==> src/rtl/regfile_pkg.sv <==
// Shared constants and state type for the parametrised register file.
package regfile_pkg;

  localparam int unsigned RF_DATA_W = 32;
  localparam int unsigned RF_ADDR_W = 5;

  localparam logic RF_CLEAR = 1'b0;
  localparam logic RF_READY = 1'b1;

  // Register 0 reads as zero and has no storage behind it.
  localparam int unsigned RF_ZERO = 0;

  typedef enum logic {
    StClear = RF_CLEAR,
    StReady = RF_READY
  } rf_state_e;

endpackage

==> src/rtl/regfile_clear_fsm.sv <==
// Clear sequencer: walks every stored register (1..DEPTH-1) writing zero, then reports Ready.
module regfile_clear_fsm
  import regfile_pkg::*;
#(
  parameter int unsigned ADDR_W = RF_ADDR_W
) (
  input  logic              clock,
  input  logic              reset,
  input  logic              clear,
  output logic              ready,
  output logic              clr_we,
  output logic [ADDR_W-1:0] clr_addr
);

  localparam logic [ADDR_W-1:0] IdxFirst = ADDR_W'(1);
  localparam logic [ADDR_W-1:0] IdxLast  = '1;

  rf_state_e         state_q;
  logic [ADDR_W-1:0] clr_idx_q;

  always_ff @(posedge clock) begin
    if (reset) begin
      state_q   <= StClear;
      clr_idx_q <= IdxFirst;
    end else begin
      case (state_q)
        StClear: begin
          // A clear request arriving mid-sequence is ignored.
          clr_idx_q <= clr_idx_q + 1'b1;
          if (clr_idx_q == IdxLast) begin
            state_q <= StReady;
          end
        end
        StReady: begin
          if (clear) begin
            state_q   <= StClear;
            clr_idx_q <= IdxFirst;
          end
        end
        default: begin
          state_q   <= StClear;
          clr_idx_q <= IdxFirst;
        end
      endcase
    end
  end

  assign ready    = (state_q == StReady);
  assign clr_we   = (state_q == StClear) && !reset;
  assign clr_addr = clr_idx_q;

endmodule

==> src/rtl/regfile_param.sv <==
// Parametrised 2-read/1-write integer register file with hardwired x0 and a clear engine.
// Define REGFILE_BYPASS_EN for same-cycle write-to-read forwarding.
module regfile_param
  import regfile_pkg::*;
#(
  parameter int unsigned DATA_W = RF_DATA_W,
  parameter int unsigned ADDR_W = RF_ADDR_W
) (
  input  logic              clock,
  input  logic              reset,
  input  logic              Clear,
  input  logic [ADDR_W-1:0] Read1,
  input  logic [ADDR_W-1:0] Read2,
  input  logic [ADDR_W-1:0] WriteReg,
  input  logic [DATA_W-1:0] WriteData,
  input  logic              RegWrite,
  output logic [DATA_W-1:0] Data1,
  output logic [DATA_W-1:0] Data2,
  output logic              Ready
);

  localparam int unsigned       DEPTH    = 2 ** ADDR_W;
  localparam logic [ADDR_W-1:0] ZeroAddr = ADDR_W'(RF_ZERO);

  logic              clr_we;
  logic [ADDR_W-1:0] clr_addr;
  logic              user_we;
  logic              wr_en;
  logic [ADDR_W-1:0] wr_addr;
  logic [DATA_W-1:0] wr_data;
  logic [DATA_W-1:0] rd1;
  logic [DATA_W-1:0] rd2;

  logic [DATA_W-1:0] mem_q [1:DEPTH-1];

  regfile_clear_fsm #(
    .ADDR_W (ADDR_W)
  ) u_clear_fsm (
    .clock    (clock),
    .reset    (reset),
    .clear    (Clear),
    .ready    (Ready),
    .clr_we   (clr_we),
    .clr_addr (clr_addr)
  );

  // Clear and reset both take priority over a normal write.
  assign user_we = Ready && !Clear && !reset && RegWrite && (WriteReg != ZeroAddr);

  always_comb begin
    wr_en   = user_we;
    wr_addr = WriteReg;
    wr_data = WriteData;
    if (clr_we) begin
      wr_en   = 1'b1;
      wr_addr = clr_addr;
      wr_data = '0;
    end
  end

  always_ff @(posedge clock) begin
    for (int unsigned i = 1; i < DEPTH; i++) begin
      if (wr_en && (wr_addr == ADDR_W'(i))) begin
        mem_q[i] <= wr_data;
      end
    end
  end

  // Address 0 matches no entry, so it falls through to zero.
  always_comb begin
    rd1 = '0;
    rd2 = '0;
    for (int unsigned i = 1; i < DEPTH; i++) begin
      if (Read1 == ADDR_W'(i)) rd1 = mem_q[i];
      if (Read2 == ADDR_W'(i)) rd2 = mem_q[i];
    end
  end

`ifdef REGFILE_BYPASS_EN
  logic byp_en;
  assign byp_en = Ready && RegWrite && !Clear && (WriteReg != ZeroAddr);

  assign Data1 = !Ready                         ? '0        :
                 (byp_en && (WriteReg == Read1)) ? WriteData : rd1;
  assign Data2 = !Ready                         ? '0        :
                 (byp_en && (WriteReg == Read2)) ? WriteData : rd2;
`else
  assign Data1 = Ready ? rd1 : '0;
  assign Data2 = Ready ? rd2 : '0;
`endif

endmodule

==> config.mk <==
export PLATFORM = sky130hd
export DESIGN_NAME = regfile_param
export DESIGN_NICKNAME = d
export VERILOG_FILES = /design/src/rtl/regfile_pkg.sv /design/src/rtl/regfile_clear_fsm.sv /design/src/rtl/regfile_param.sv
export SDC_FILE = /design/constraint.sdc
export NUM_CORES = 2
export LEC_CHECK = 0
export ABC_AREA = 1
export CAP_MARGIN = 5
export CORE_MARGIN = 2
export CORE_UTILIZATION = 50
export CTS_BUF_LIST = sky130_fd_sc_hd__clkbuf_8
export CTS_CLUSTER_DIAMETER = 120
export CTS_CLUSTER_SIZE = 20
export DETAILED_ROUTE_END_ITERATION = 10
export GPL_ROUTABILITY_DRIVEN = 0
export PLACE_DENSITY = 0.68
export SYNTH_ARGS = -nofsm -noshare
export SYNTH_HDL_FRONTEND = slang
export SYNTH_HIERARCHICAL = 1
export SYNTH_SLANG_ARGS = --single-unit
==> constraint.sdc <==
create_clock -name clock -period 6.46 [get_ports clock]
set_input_delay 1.292 -clock clock [delete_from_list [all_inputs] [get_ports clock]]
set_output_delay 1.292 -clock clock [all_outputs]
set_load 0.01 [all_outputs]
Word-level counts from Yosys, hierarchy flattened
Memories as Yosys holds them, arrays and structs flattened. Index checks and enable logic that the tools add are counted.

RAM bits: 992. Bits in registers: 6. Memories: 1.

Eq/ne operators: 95. Bitwise operators: 1. Mux-type cells: 224. $add $sub $neg: 1. Reductions and logical operators: 69.

Memories: mem_q (words 31, width 32, rd ports 31, clocked after Yosys merged registers in 0, write ports 1, RTL line regfile_param.sv:34) `logic [DATA_W-1:0] mem_q [1:DEPTH-1];`.

Operators by type and width (count): 2-to-1 mux 32 bit (95); OR reduction 32 bit (30); equality test 5 bit (second input constant) (49); 2-to-1 mux 5 bit (32); equality test 5 x 4 -> 1 bit (second input constant) (24); 2-to-1 mux 1 bit (95); equality test 5 x 3 -> 1 bit (second input constant) (12); logical AND 1 bit (36); equality test 5 x 2 -> 1 bit (second input constant) (6); equality test 5 x 1 -> 1 bit (second input constant) (3); one-hot mux 5 bit (2 select lines) (1); adder 5 x 1 -> 5 bit (second input constant) (1); nonzero test 5 bit (1); zero test 1 bit (2); inequality test 2 bit (second input constant) (1); one-hot mux 1 bit (2 select lines) (1); NOT 1 bit (1).

Logic depth before layout (Yosys ltp)
Depth in word-level cells: 40. Gate-level depth with buffers: 24. Depth with buffers taken out: 23.

Cells and area by module
The synthesis kept the hierarchy.

Modules (own cells, without submodules): regfile_param (seq. area each 29788.6 sq um, area an instance 46937.5 sq um, cells each 5035, times used 1); regfile_clear_fsm (seq. area each 120.1 sq um, area an instance 297.8 sq um, cells each 44, times used 1).

Worst setup path before layout
No wires, ideal clock.

Path kind: input-to-reg. From: input reset. To: register mem_q[0][128] (netlist name). Stages: 9. Data required time: 5.999 ns. Arrival: 4.653 ns. Slack: 1.346 ns. Path buffers: 1. Cells stage by stage: inv_1 > nand2_1 > inv_1 > inv_1 > or2_2 > o21ai_0 > inv_1 > clkbuf_1 > nor3_1.

RTL lines: start: declaration (RTL line regfile_param.sv:10) `input logic reset,`.

Final worst setup path
From: input Read2[3]. To: output Data2[28].

Longest elaborated chain between the ends: 33. Elaborated cells between the ends (all ways): 63. Classes of those cells: 31 x eq/ne; 32 x mux.

Ends and longest elaborated chain: start: declaration (RTL line regfile_param.sv:13) `input logic [ADDR_W-1:0] Read2,`; equality test 5 x 1 -> 1 bit (RTL line regfile_param.sv:75) `if (Read2 == ADDR_W'(i)) rd2 = mem_q[i];`; 2-to-1 mux 32 bit (30 in series) (RTL line regfile_param.sv:75); 2-to-1 mux 32 bit (*) (RTL line regfile_param.sv:75); 2-to-1 mux 32 bit (*) (RTL line regfile_param.sv:89) `assign Data2 = Ready ? rd2 : '0;`; end: declaration (RTL line regfile_param.sv:18) `output logic [DATA_W-1:0] Data2,`.

Every way passes the cells marked *; elsewhere a longest branch is shown, timed or not.

==> impl_metrics.py <==
metrics = {
    "run_status": {
        "status": "finished clean",
    },
    "logic_synthesis": {
        "yosysWarnings": 6,
        "synth_area_leader_cell": "edfxtp_1",
        "synthesis.nets": 5132,
        "netlist.area_leader.share_pct": 63.1,
        "syn-mean-instance-area_um2": 9.30,
        "syn_area_um2": 47200,
        "synthFlopType": "edfxtp_1",
        "synth-edff-count": 992,
        "synthCells": 5079,
        "synth.ff_latch_count": 998,
        "async_reset_ff_share_pct": 0,
        "synth.top_cells.by_area": "edfxtp_1 (63%), nand2_1 (13%), nand4_1 (6.9%)",
        "seq_area_frac_synth_pct": 63.3,
        "synth_cell_type_count": 33,
    },
    "critical_path": {
        "worstRegToRegCells": 9,
        "critPathMaxFanout": 8,
        "slowest_stage": "clkdlybuf4s50_1",
        "worstSetupStartpoint": "Read2[3]",
        "crit_end": "Data2[28]",
        "critPathRequiredTime_ns": 5.17,
        "rrSetupSlack_ns": 2.39,
        "end_kind": "output pin",
        "cpMostUsedCell": "nand4_1",
        "rr_endpoint": "mem_q[0][296]",
        "cp-start-kind": "input port",
        "reg2reg_from": "u_clear_fsm/ready",
        "critical_path.max_stage_delay_ns": 0.47,
        "worstSetupPathType": "input port to output pin",
        "critical_path_arrival_ns": 5.10,
    },
    "layout": {
        "fin_area_um2": 53600,
        "drive_gt1_share_pct": 11.6,
        "final_nets": 5395,
        "fin_util_pct": 57.3,
        "syn_to_final_growth_pct": 13.5,
        "fillers": 7785,
    },
    "clocking": {
        "root_buffer": "clkbuf_8",
        "clkTransAtPathRegs_ns": 0.12,
        "clk_latency_ns": 0.79,
        "cts_tree": "done",
        "postCtsHoldBufs": 0,
        "cts.sinks": 998,
        "htree_num_levels": 2,
        "numCtsBuffers": 55,
        "clk_path_buf_depth": 3,
    },
    "timing": {
        "drv_slew": 0,
        "final_hold_viol_count": 0,
        "finalCritPeriodShare_pct": 99.0,
        "finClkSkew_ns": 0.0421,
        "rsz0062_at_grt": "true",
        "setup_ws_ns": 0.0653,
        "tightest_slew_ns": 1.15,
        "setup_violations": 0,
        "relSlewSlack_pct": 23.0,
        "fmax_ghz": 0.156,
        "fin_crit_ns": 6.39,
        "finalSetupTns_ns": 0,
    },
    "floorplan": {
        "start_util_pct": 50.5,
        "fp-row-count": 112,
        "io_pins": 116,
        "core-area_um2": 93500,
        "die_y_um": 311,
        "die_w_um": 311,
        "fp.dieArea_um2": 96900,
    },
    "grt": {
        "globalRoute.totalOverflow": 0,
        "grt_usage_pct": 30.6,
        "antenna_found_initial": 4,
        "grt_pass1_wl_um": 224000,
        "grt_max_degree": 72,
        "grt_pass1_vias": 36700,
    },
    "run": {
        "max-cap-violations": 0,
    },
    "power_and_ir_drop": {
        "ir_drop_v": 0.000164,
        "power_leakage_uw": 0.0208,
        "switching_power_uw": 2750,
        "power.internal_uw": 8300,
        "combPwrFrac_pct": 10.0,
        "power_density_nw_per_um2": 206,
        "power.clock.fraction_pct": 24.7,
        "swShare_pct": 24.9,
        "p_seq_share_pct": 65.3,
    },
    "routing": {
        "routedWlPerCell_um": 23.0,
        "firstDrtPassIters": 9,
        "vias": 38500,
        "wirelength_um": 152000,
        "vias_per_cell": 5.83,
        "ant_nets": 0,
        "drt_iter0_drc": 5356,
        "route.detailed.drc": 0,
    },
    "worst_hold_path": {
        "hold_path_class": "flop to flop",
    },
    "place": {
        "dpl_worst_slack_ns": -0.169,
        "dpl_cell_area_um2": 52300,
        "io_buffers": 115,
        "dp_hpwl_um": 105000,
    },
}
## how the worst min path moves through the flow
stage | start | to | cells past startpoint
3_5_place_dp | u_clear_fsm/clr_addr[4] | u_clear_fsm/clr_addr[4] | 2
2_1_floorplan | u_clear_fsm/clr_addr[4] | u_clear_fsm/clr_addr[4] | 2
5_1_grt | u_clear_fsm/clr_addr[4] | u_clear_fsm/clr_addr[4] | 2
4_1_cts | u_clear_fsm/clr_addr[4] | u_clear_fsm/clr_addr[4] | 2
6_report | u_clear_fsm/clr_addr[4] | u_clear_fsm/clr_addr[4] | 2
3_3_place_gp | u_clear_fsm/clr_addr[4] | u_clear_fsm/clr_addr[4] | 2
## stage by stage
step / cells / total power (uW) / hold WS, ns
after floorplan: 5079 / 7880 / 0.455
after global placement: 6529 / 8410 / 0.484
after detailed placement: 6529 / 8420 / 0.502
after CTS: 6599 / 11000 / 0.519
after global routing: 6610 / 11400 / 0.535
final: 6610 / 11100 / 0.514
## power groups by stage
stage | logic, uW | registers [uW] | clock network [uW]
floorplan | 521 | 7360 | 0
global placement | 1040 | 7360 | 0
global route | 1180 | 7230 | 2960
detailed placement | 1060 | 7370 | 0
CTS | 1060 | 7220 | 2740
finish | 1100 | 7220 | 2730
## critical path, delay by kind of cell
family / cells / cell delay [ns]
AND/OR/NAND/NOR: 18 / 2.12
buffers and inverters: 8 / 1.67
## routing by layer
layer / up-vias / GRT usage, % / share of wire, %
met5: - / 0 / 0.018
met4: 4 / 11.8 / 3.9
met3: 380 / 5.29 / 11
met2: 2448 / 50.2 / 47
met1: 18200 / 40.7 / 37
li1: 17400 / - / -
## state kept, by name, indices dropped and copies added, names as in the netlist
name	cells
mem_q	992
u_clear_fsm/clr_addr	5
u_clear_fsm/ready	1
## layout make-up
| type | count | area (um^2) | area share, % |
|---|---|---|---|
| multi-input cells | 3291 | 15000 | 27.9 |
| inverters | 561 | 2130 | 3.97 |
| clock buffers | 55 | 757 | 1.41 |
| well taps | 1254 | 1570 | 2.93 |
| clock inverters | 15 | 73.8 | 0.138 |
| repair buffers | 435 | 4200 | 7.84 |
| flip-flops and latches | 998 | 29900 | 55.8 |
| diodes | 1 | 2.50 | 0.00467 |
## logic make-up (layout without fill, tap and decap cells)
kind of cell	Yosys count	count (layout)	synth area share, %
adder cells (fa/ha/maj)	2	2	0.0530
AO/OA/AOI/OAI	215	215	2.43
AND/OR/NAND/NOR	3073	3073	27.8
other	0	1	0
multiplexers	1	1	0.0212
flip-flops	998	998	63.3
buffers and inverters	790	1066	6.39
## what timing repair did
action / 4_1_cts / 5_1_grt
hold endpoints to repair: 0 / 0
cloned: 0 / 1
pin swaps: 5 / 62
resized for setup: 20 / 128
setup endpoints to repair: 16 / 55
setup buffers: 0 / 9
## synthesized netlist by cell type, types with 3 or more instances
cell	instances
dfxtp_1	6
buf_1	15
edfxtp_1	992
buf_2	26
nor3_2	3
nor2_2	4
nand2_1	1641
a21oi_1	57
nand4_1	524
nand3_1	94
clkinv_1	4
nor2_1	755
inv_2	15
inv_1	542
o21ai_0	137
o2111ai_1	16
nor3_1	20
buf_4	3
clkbuf_1	184
or2_2	21
## placed cells by master, fill, tap and decap left out, types with 3 or more instances in the layout
cell / count
a21oi_1: 57
clkdlybuf4s50_1: 78
buf_12: 42
nand2_2: 20
buf_6: 6
buf_4: 271
inv_1: 551
nor2_4: 23
nor3_1: 4
dlygate4sd2_1: 3
dfxtp_1: 5
edfxtp_1: 992
o2111ai_1: 16
nor2_2: 139
nand3_1: 94
clkbuf_8: 55
o21ai_0: 136
inv_2: 12
inv_6: 4
dlymetal6s2s_1: 34
nand4_1: 524
clkinv_1: 5
nor3_2: 19
nand2_1: 1623
or2_2: 21
nor2_1: 599
No activity file was read; power rests on OpenSTA's default activity.
